--- config.mk ---
export PLATFORM = sky130hd
export DESIGN_NAME = alu_issue_stage_flat
export DESIGN_NICKNAME = d
export VERILOG_FILES = /design/src/rtl/alu_issue_stage_if.sv /design/src/rtl/alu_issue_stage.sv /design/src/flat_wrapper.sv
export SDC_FILE = /design/constraint.sdc
export NUM_CORES = 1
export LEC_CHECK = 0
export CAP_MARGIN = 15
export CELL_PAD_IN_SITES_DETAIL_PLACEMENT = 1
export CELL_PAD_IN_SITES_GLOBAL_PLACEMENT = 1
export CORE_UTILIZATION = 25
export CTS_BUF_LIST = sky130_fd_sc_hd__clkbuf_4
export CTS_CLUSTER_SIZE = 10
export DETAILED_ROUTE_END_ITERATION = 6
export PLACE_DENSITY = 0.78
export SLEW_MARGIN = 20
export SYNTH_ARGS = -nofsm -noshare
export SYNTH_HDL_FRONTEND = slang
export SYNTH_SLANG_ARGS = --single-unit
--- constraint.sdc ---
create_clock -name clk -period 1.4 [get_ports clk]
set_clock_uncertainty 0.1 [all_clocks]
set_input_delay 0.28 -clock clk [delete_from_list [all_inputs] [get_ports clk]]
set_output_delay 0.28 -clock clk [all_outputs]
set_load 0.02 [all_outputs]
--- src/rtl/alu_issue_stage_if.sv ---
// alu_issue_stage_if: decode-side offer and execute-side registered op of the ALU issue stage.
interface alu_issue_stage_if #(
   parameter int DATA_WIDTH    = 32,
   parameter int OPCODE_LENGTH = 4,
   parameter int CNT_WIDTH     = 8
);
   logic                     in_valid;
   logic                     in_ready;
   logic [1:0]               ALUOp;
   logic [2:0]               Funct3;
   logic [6:0]               Funct7;
   logic [DATA_WIDTH-1:0]    RD1;
   logic [DATA_WIDTH-1:0]    RD2;
   logic [DATA_WIDTH-1:0]    Imm;
   logic                     ALUSrc;
   logic                     flush;
   logic                     out_valid;
   logic                     out_ready;
   logic [DATA_WIDTH-1:0]    SrcA;
   logic [DATA_WIDTH-1:0]    SrcB;
   logic [OPCODE_LENGTH-1:0] Operation;
   logic                     Illegal;
   logic [CNT_WIDTH-1:0]     illegal_count;
   modport master (
      output in_valid, ALUOp, Funct3, Funct7, RD1, RD2, Imm, ALUSrc, flush, out_ready,
      input  in_ready, out_valid, SrcA, SrcB, Operation, Illegal, illegal_count
   );
   modport slave (
      input  in_valid, ALUOp, Funct3, Funct7, RD1, RD2, Imm, ALUSrc, flush, out_ready,
      output in_ready, out_valid, SrcA, SrcB, Operation, Illegal, illegal_count
   );
endinterface

--- src/rtl/alu_issue_stage.sv ---
// alu_issue_stage: decodes ALUOp/Funct3/Funct7 into an ALU op code and registers {SrcA, SrcB, Operation}
// in one valid/ready stage, with a saturating count of undecodable ops.
module alu_issue_stage #(
   parameter int DATA_WIDTH    = 32,
   parameter int OPCODE_LENGTH = 4,
   parameter int CNT_WIDTH     = 8
) (
   input logic              clk,
   input logic              rst_n,
   alu_issue_stage_if.slave bus
);
   localparam logic [OPCODE_LENGTH-1:0] OP_AND = OPCODE_LENGTH'(4'h0);
   localparam logic [OPCODE_LENGTH-1:0] OP_OR  = OPCODE_LENGTH'(4'h1);
   localparam logic [OPCODE_LENGTH-1:0] OP_ADD = OPCODE_LENGTH'(4'h2);
   localparam logic [OPCODE_LENGTH-1:0] OP_SUB = OPCODE_LENGTH'(4'h3);
   localparam logic [OPCODE_LENGTH-1:0] OP_EQ  = OPCODE_LENGTH'(4'h8);
   localparam logic [OPCODE_LENGTH-1:0] OP_ILL = OPCODE_LENGTH'(4'hF);
   logic                     w_in_ready;
   logic                     w_accept;
   logic                     w_illegal;
   logic [OPCODE_LENGTH-1:0] w_rop;
   logic [OPCODE_LENGTH-1:0] w_op;
   logic                     r_valid;
   logic                     r_illegal;
   logic [DATA_WIDTH-1:0]    r_src_a;
   logic [DATA_WIDTH-1:0]    r_src_b;
   logic [OPCODE_LENGTH-1:0] r_op;
   logic [CNT_WIDTH-1:0]     r_cnt;
   // ALUOp=00 short-circuits to ADD so unknown funct fields never reach the op code
   always_comb begin
      w_rop = (bus.Funct3 == 3'b111) ? OP_AND :
              (bus.Funct3 == 3'b110) ? OP_OR  :
              (bus.Funct3 == 3'b000) ? ((!bus.ALUOp[0] && bus.Funct7[5]) ? OP_SUB : OP_ADD) : OP_ILL;
      w_op  = (bus.ALUOp == 2'b00) ? OP_ADD :
              (bus.ALUOp == 2'b01) ? ((bus.Funct3 == 3'b000) ? OP_EQ : OP_ILL) : w_rop;
   end
   assign w_illegal  = (w_op == OP_ILL);
   assign w_in_ready = !bus.flush && (!r_valid || bus.out_ready);
   assign w_accept   = bus.in_valid && w_in_ready;
   always_ff @(posedge clk) begin
      if (!rst_n) begin
         r_valid   <= 1'b0;
         r_illegal <= 1'b0;
         r_src_a   <= '0;
         r_src_b   <= '0;
         r_op      <= '0;
         r_cnt     <= '0;
      end else begin
         r_valid <= bus.flush ? 1'b0 : w_accept ? 1'b1 : bus.out_ready ? 1'b0 : r_valid;
         if (w_accept) begin
            r_src_a   <= bus.RD1;
            r_src_b   <= bus.ALUSrc ? bus.Imm : bus.RD2;
            r_op      <= w_op;
            r_illegal <= w_illegal;
            if (w_illegal && !(&r_cnt))
               r_cnt <= r_cnt + 1'b1;
         end
      end
   end
   assign bus.in_ready      = w_in_ready;
   assign bus.out_valid     = r_valid;
   assign bus.SrcA          = r_src_a;
   assign bus.SrcB          = r_src_b;
   assign bus.Operation     = r_op;
   assign bus.Illegal       = r_illegal;
   assign bus.illegal_count = r_cnt;
endmodule

--- src/flat_wrapper.sv ---
// flat-port wrapper written by rule: the top's interface ports become plain ports
module alu_issue_stage_flat 
#(
   parameter int DATA_WIDTH    = 32,
   parameter int OPCODE_LENGTH = 4,
   parameter int CNT_WIDTH     = 8
)
  (clk, rst_n, bus_in_valid, bus_ALUOp, bus_Funct3, bus_Funct7, bus_RD1, bus_RD2, bus_Imm, bus_ALUSrc, bus_flush, bus_out_ready, bus_in_ready, bus_out_valid, bus_SrcA, bus_SrcB, bus_Operation, bus_Illegal, bus_illegal_count);
  alu_issue_stage_if #(.DATA_WIDTH(DATA_WIDTH), .OPCODE_LENGTH(OPCODE_LENGTH), .CNT_WIDTH(CNT_WIDTH)) bus_i ();
  input logic clk;
  input logic rst_n;
  input wire logic [$bits(bus_i.in_valid)-1:0] bus_in_valid;
  input wire logic [$bits(bus_i.ALUOp)-1:0] bus_ALUOp;
  input wire logic [$bits(bus_i.Funct3)-1:0] bus_Funct3;
  input wire logic [$bits(bus_i.Funct7)-1:0] bus_Funct7;
  input wire logic [$bits(bus_i.RD1)-1:0] bus_RD1;
  input wire logic [$bits(bus_i.RD2)-1:0] bus_RD2;
  input wire logic [$bits(bus_i.Imm)-1:0] bus_Imm;
  input wire logic [$bits(bus_i.ALUSrc)-1:0] bus_ALUSrc;
  input wire logic [$bits(bus_i.flush)-1:0] bus_flush;
  input wire logic [$bits(bus_i.out_ready)-1:0] bus_out_ready;
  output wire logic [$bits(bus_i.in_ready)-1:0] bus_in_ready;
  output wire logic [$bits(bus_i.out_valid)-1:0] bus_out_valid;
  output wire logic [$bits(bus_i.SrcA)-1:0] bus_SrcA;
  output wire logic [$bits(bus_i.SrcB)-1:0] bus_SrcB;
  output wire logic [$bits(bus_i.Operation)-1:0] bus_Operation;
  output wire logic [$bits(bus_i.Illegal)-1:0] bus_Illegal;
  output wire logic [$bits(bus_i.illegal_count)-1:0] bus_illegal_count;
  assign bus_i.in_valid = bus_in_valid;
  assign bus_i.ALUOp = bus_ALUOp;
  assign bus_i.Funct3 = bus_Funct3;
  assign bus_i.Funct7 = bus_Funct7;
  assign bus_i.RD1 = bus_RD1;
  assign bus_i.RD2 = bus_RD2;
  assign bus_i.Imm = bus_Imm;
  assign bus_i.ALUSrc = bus_ALUSrc;
  assign bus_i.flush = bus_flush;
  assign bus_i.out_ready = bus_out_ready;
  assign bus_in_ready = bus_i.in_ready;
  assign bus_out_valid = bus_i.out_valid;
  assign bus_SrcA = bus_i.SrcA;
  assign bus_SrcB = bus_i.SrcB;
  assign bus_Operation = bus_i.Operation;
  assign bus_Illegal = bus_i.Illegal;
  assign bus_illegal_count = bus_i.illegal_count;
  alu_issue_stage #(.DATA_WIDTH(DATA_WIDTH), .OPCODE_LENGTH(OPCODE_LENGTH), .CNT_WIDTH(CNT_WIDTH)) u_core (.clk(clk), .rst_n(rst_n), .bus(bus_i));
endmodule
# Word-level counts from Yosys, hierarchy flattened
# Index checks and enable logic that the tools add are counted.
[word_totals] inputBits=114 output_inout_bits=79 reg_bits=78 wordCells=37
[op_classes] n_eq_ne=4 reduce_logical=15 bitwise=1 mux=10 n_addsub=1
[op_table] op="two-way mux 32 bit" count=1
[op_table] op="two-way mux 4 bit" count=5
[op_table] op="adder 8 x 1 -> 8 bit (second input constant)" count=1
[op_table] op="AND reduction 8 bit" count=1
[op_table] op="equality test 3 bit (second input constant)" count=2
[op_table] op="equality test 4 bit (second input constant)" count=1
[op_table] op="logical AND 1 bit" count=4
[op_table] op="zero test 1 bit" count=4
[op_table] op="zero test 3 bit" count=1
[op_table] op="two-way mux 1 bit" count=3
[op_table] op="two-way mux 3 bit" count=1
[op_table] op="equality test 2 x 1 -> 1 bit (second input constant)" count=1
[op_table] op="zero test 2 bit" count=1
[op_table] op="AND reduction 2 bit" count=1
[op_table] op="nonzero test 2 bit" count=1
[op_table] op="OR reduction 2 bit" count=1
[op_table] op="logical OR 1 bit" count=1
[op_table] op="NOT 1 bit" count=1

# Logic depth before layout (Yosys ltp)
[depth] ltp_word=11 ltp_mapped=6 mapped_depth_nobuf=5

# Worst setup path after synthesis
# OpenSTA, ideal clock, no wires.
[synth_timing] kind="register to register" from="register u_core.r_cnt[0] (netlist: u_core.bus.illegal_count[0])" to="register u_core.r_cnt[7] (netlist: u_core.bus.illegal_count[7])" setup_slack_ns=-0.110 arrival_time_ns=1.275 synth_period_minus_slack_ns=1.510 path_buffers=0 path_stages_with_launch=6 required_ns=1.166 setup_ns=0.134 path_cell_list="dfxtp_1 -> ha_1 -> nand3_1 -> nand4_1 -> o311ai_0 -> o31ai_1"
[synth_via] elab_chain_len=4 elab_cells_between_ends=5 classes_between="add/sub (1); reduce/logical (4)"
[synth_rtl] item="start: declaration" line="alu_issue_stage.sv:28" text="logic [CNT_WIDTH-1:0] r_cnt;"
[synth_rtl] item="start signal: assignment" line="alu_issue_stage.sv:56" text="r_cnt <= r_cnt + 1'b1;"
[synth_rtl] item="parallel branches: the longest is 4 deep, another holds adder 8 x 1 -> 8 bit"
# Several ways; the timed one is not identified.
# A chain may end at the register's enable or synchronous reset.

# Final worst setup path
[layout_timing] from="input port bus_in_valid" to="register u_core.r_cnt[6] (netlist: u_core.bus.illegal_count[6])"
[layout_via] elab_chain_len=2
[layout_rtl] item="start: declaration" line="flat_wrapper.sv:12" text="input wire logic [$bits(bus_i.in_valid)-1:0] bus_in_valid;"
[layout_rtl] item="logical AND 1 bit" line="alu_issue_stage.sv:39" text="assign w_accept = bus.in_valid && w_in_ready;"
[layout_rtl] item="AND reduction 2 bit (no source line)"
# Every way passes these cells.

==> flow_summary_export.csv <==
group,metric,value,unit
outcome,status,"complete, but fails checks",
outcome,violations,"setup timing",
yosys,yosys-top-cells-area,"dfxtp_1 (45%), nand2_1 (12%), mux2i_1 (11%), o211a_1 (9.3%), a21boi_0 (6.3%)",
yosys,ys_top_cells_by_count,"nand2_1 (108), dfxtp_1 (78), mux2i_1 (37)",
worst_setup_path,worst-path-buf-inv,1,
grt,grt_usage,0.178,
clock_network,cts_buffer_depth,2,
sta,slew_viol_final,0,
die,core-area,13300,µm²
die,die_h,119,µm
sta,rsz0062_at_grt,"true",
worst_setup_path,crit_fanout,7,
clock_network,numCtsBuffers,9,
grt,grt_max_degree,60,
yosys,synth_nets,485,
worst_setup_path,cp_slowest_stage_delay,0.53,ns
yosys,yosysWarningCount,0,
grt,grt_overflow,0,
detailed_routing,wire_per_inst,17.6,µm
sta,fin_ws,-0.166,ns
yosys,syn_inst,370,
worst_setup_path,end_kind,"register",
yosys,syn-cell-area,3450,µm²
detailed_routing,routed_wl,13.7,mm
power,power.total,5.47,mW
worst_setup_path,cp_slowest_cell,"clkdlybuf4s50_1",
clock_network,cts_sinks,78,
placed_design,dp_hpwl,8.34,mm
clock_network,cts.htree.levels,3,
layout,syn2layout_area_growth,95.5,%
yosys,synthDistinctLibCells,42,
layout,nets,712,
worst_setup_path,crit_family,"buffers and inverters",
yosys,synth_most_common_cell,"nand2_1",
clock_network,clkSlewWorstSetupHoldPaths,0.14,ns
layout,layout-drive-gt1-share,0.457,
layout,finish.instance_area,6740,µm²
die,ioPinCount,193,
sta,max_slew_margin,0.761,
yosys,synth_edf_count,0,
grt,use_met3,0.0594,
worst_setup_path,ff2ff_setup_slack,-0.15,ns
worst_setup_path,arrival,1.82,ns
die,start_util,0.258,
sta,finalCritPeriodShare,1.12,
power,vdd_drop_max,0.576,mV
detailed_routing,viasPerCell,4.69,
placed_design,place_congestion,0.729,
detailed_routing,dr.pass1.iters,4,
yosys,synth-seq-cells,78,
power,powerDensity,811,nW/µm²
detailed_routing,vias,3645,
layout,final_cells,778,
grt,use_met1,0.180,
grt,grt_pass1_vias,3797,
power,power_leakage,3.07,nW
detailed_routing,drc_errors,0,
yosys,synth_largest_area_cell,"dfxtp_1",
placed_design,place_inst,727,
sta,period_needed,1.57,ns
placed_design,port_buffers,186,
die,fp.dieW,119,µm
die,dieArea,14300,µm²
sta,hold_viol,0,
layout,num_antenna_cells,0,
clock_network,cts_hold_buf,0,
worst_setup_path,worstPathRequired,1.66,ns
worst_setup_path,critPathKind,"in -> reg",
grt,antenna_found_initial,0,
sta,clock.fmax,0.638,GHz
worst_setup_path,crit_path_start_kind,"input pin",
die,rows,42,
detailed_routing,antenna_left,0,
worst_hold_path,hold_path.class,"in -> reg",
detailed_routing,drtIter0Drc,88,
yosys,async_reset_ff_frac,0,
grt,grt_pass1_wl,19.5,mm
clock_network,clkLatencyLatePin,0.46,ns
yosys,synth_seq_area_share,0.453,
flow_run,max_cap_viol_count,0,
sta,max_slew.worst_pin.slew,0.356,ns
yosys,synth_area_per_cell,9.31,µm²
grt,grt_use_met2,0.335,
clock_network,cts-root-buf,"clkbuf_4",
yosys,synthFlopType,"dfxtp_1",
yosys,synth.top_cell.area_share,0.453,
sta,setup_viol,79,
clock_network,cts_tree,"yes",
worst_setup_path,crit_chain,"clkdlybuf4s50_1 -> nor2b_4 -> o211ai_4 -> or2_4 -> o311a_1",
grt,grt.busiest_layer,"met2",
placed_design,dpl-instance-area,5620,µm²
## worst paths after layout
| kind | endpoint | start | cells past startpoint |
|---|---|---|---|
| worst min register to register | u_core.bus.SrcA[12] | u_core.bus.SrcA[12] | 2 |
| worst min-delay path | u_core.bus.illegal_count[2] | rst_n | 3 |
| worst max register to register | u_core.bus.illegal_count[6] | u_core.bus.out_valid | 5 |
| worst max-delay path | u_core.bus.illegal_count[6] | bus_in_valid | 5 |
## layout make-up
type | instances | area, µm²
Clock buffer | 9 | 67.6
Clock inverter | 7 | 98.8
Fill cell | 1472 | 6610
Inverter | 3 | 11.3
Multi-Input combinational cell | 262 | 1960
Sequential cell | 78 | 1680
Tap cell | 176 | 220
Timing Repair Buffer | 243 | 2700
## report_power, final
group	total, mW	switching, mW	internal, mW
Clock	1.60	0.875	0.729
Combinational	1.43	0.598	0.834
Sequential	2.43	0.0810	2.35
## kinds of logic after synthesis
logic type | share of synthesized area
AOI/OAI and AO/OA | 0.204
DFF | 0.453
and+or+nand+nor | 0.187
adders and majority gates | 0.00363
buffers and inverters | 0.0439
muxes | 0.107
## metal layers
layer | routed length (µm) | up-vias
met4 | 277 | 0
met3 | 849 | 20
met2 | 7430 | 125
li1 | - | 1737
met5 | 0 | -
met1 | 5100 | 1763
## flip-flops by register name, indices dropped and copies added (netlist names)
name / cells
u_core.bus.Operation: 4
u_core.bus.SrcA: 32
u_core.bus.Illegal: 1
u_core.bus.illegal_count: 8
u_core.bus.SrcB: 32
u_core.bus.out_valid: 1
## worst min-delay path: stages
cell and delay, ns:
buf_2 0.12, buf_12 0.17, o21a_1 0.13
## per-stage QoR
step / TNS [ns] / setup slack, ns / util / hold slack [ns]
after floorplan: 0 / 0.0209 / - / 0.246
after global placement: -33.10 / -0.513 / 0.421 / 0.340
after detailed placement: -37.60 / -0.593 / 0.421 / 0.356
after CTS: -10.04 / -0.248 / 0.457 / 0.147
after global routing: -10.41 / -0.224 / 0.505 / 0.155
final: -6.92 / -0.166 / 0.505 / 0.197
## timing repair
action                                  in CTS  in global routing
setup buffers                               10                 11
pin swaps                                   15                 18
gates resized for setup                    498                121
cloned                                       6                  9
endpoints found under the setup margin     138                153
## cell usage in the layout, fill, tap and decap left out, types with 3 or more instances in the layout
cell type,synthesis,layout
clkdlybuf4s50_1,0,105
nand2_1,108,95
dfxtp_2,0,70
buf_6,2,69
buf_4,1,44
mux2i_1,37,37
o211a_1,32,32
a21boi_1,7,28
nand2_2,0,10
clkbuf_4,0,9
a21boi_2,0,8
buf_16,0,7
clkbuf_16,0,7
dfxtp_4,0,7
buf_12,0,6
nand2b_1,5,5
nand2_4,1,4
nand4_1,3,3
inv_1,3,3
nor2_1,5,3
clkinv_4,0,3
buf_8,0,3
(Power assumes the default switching activity.)
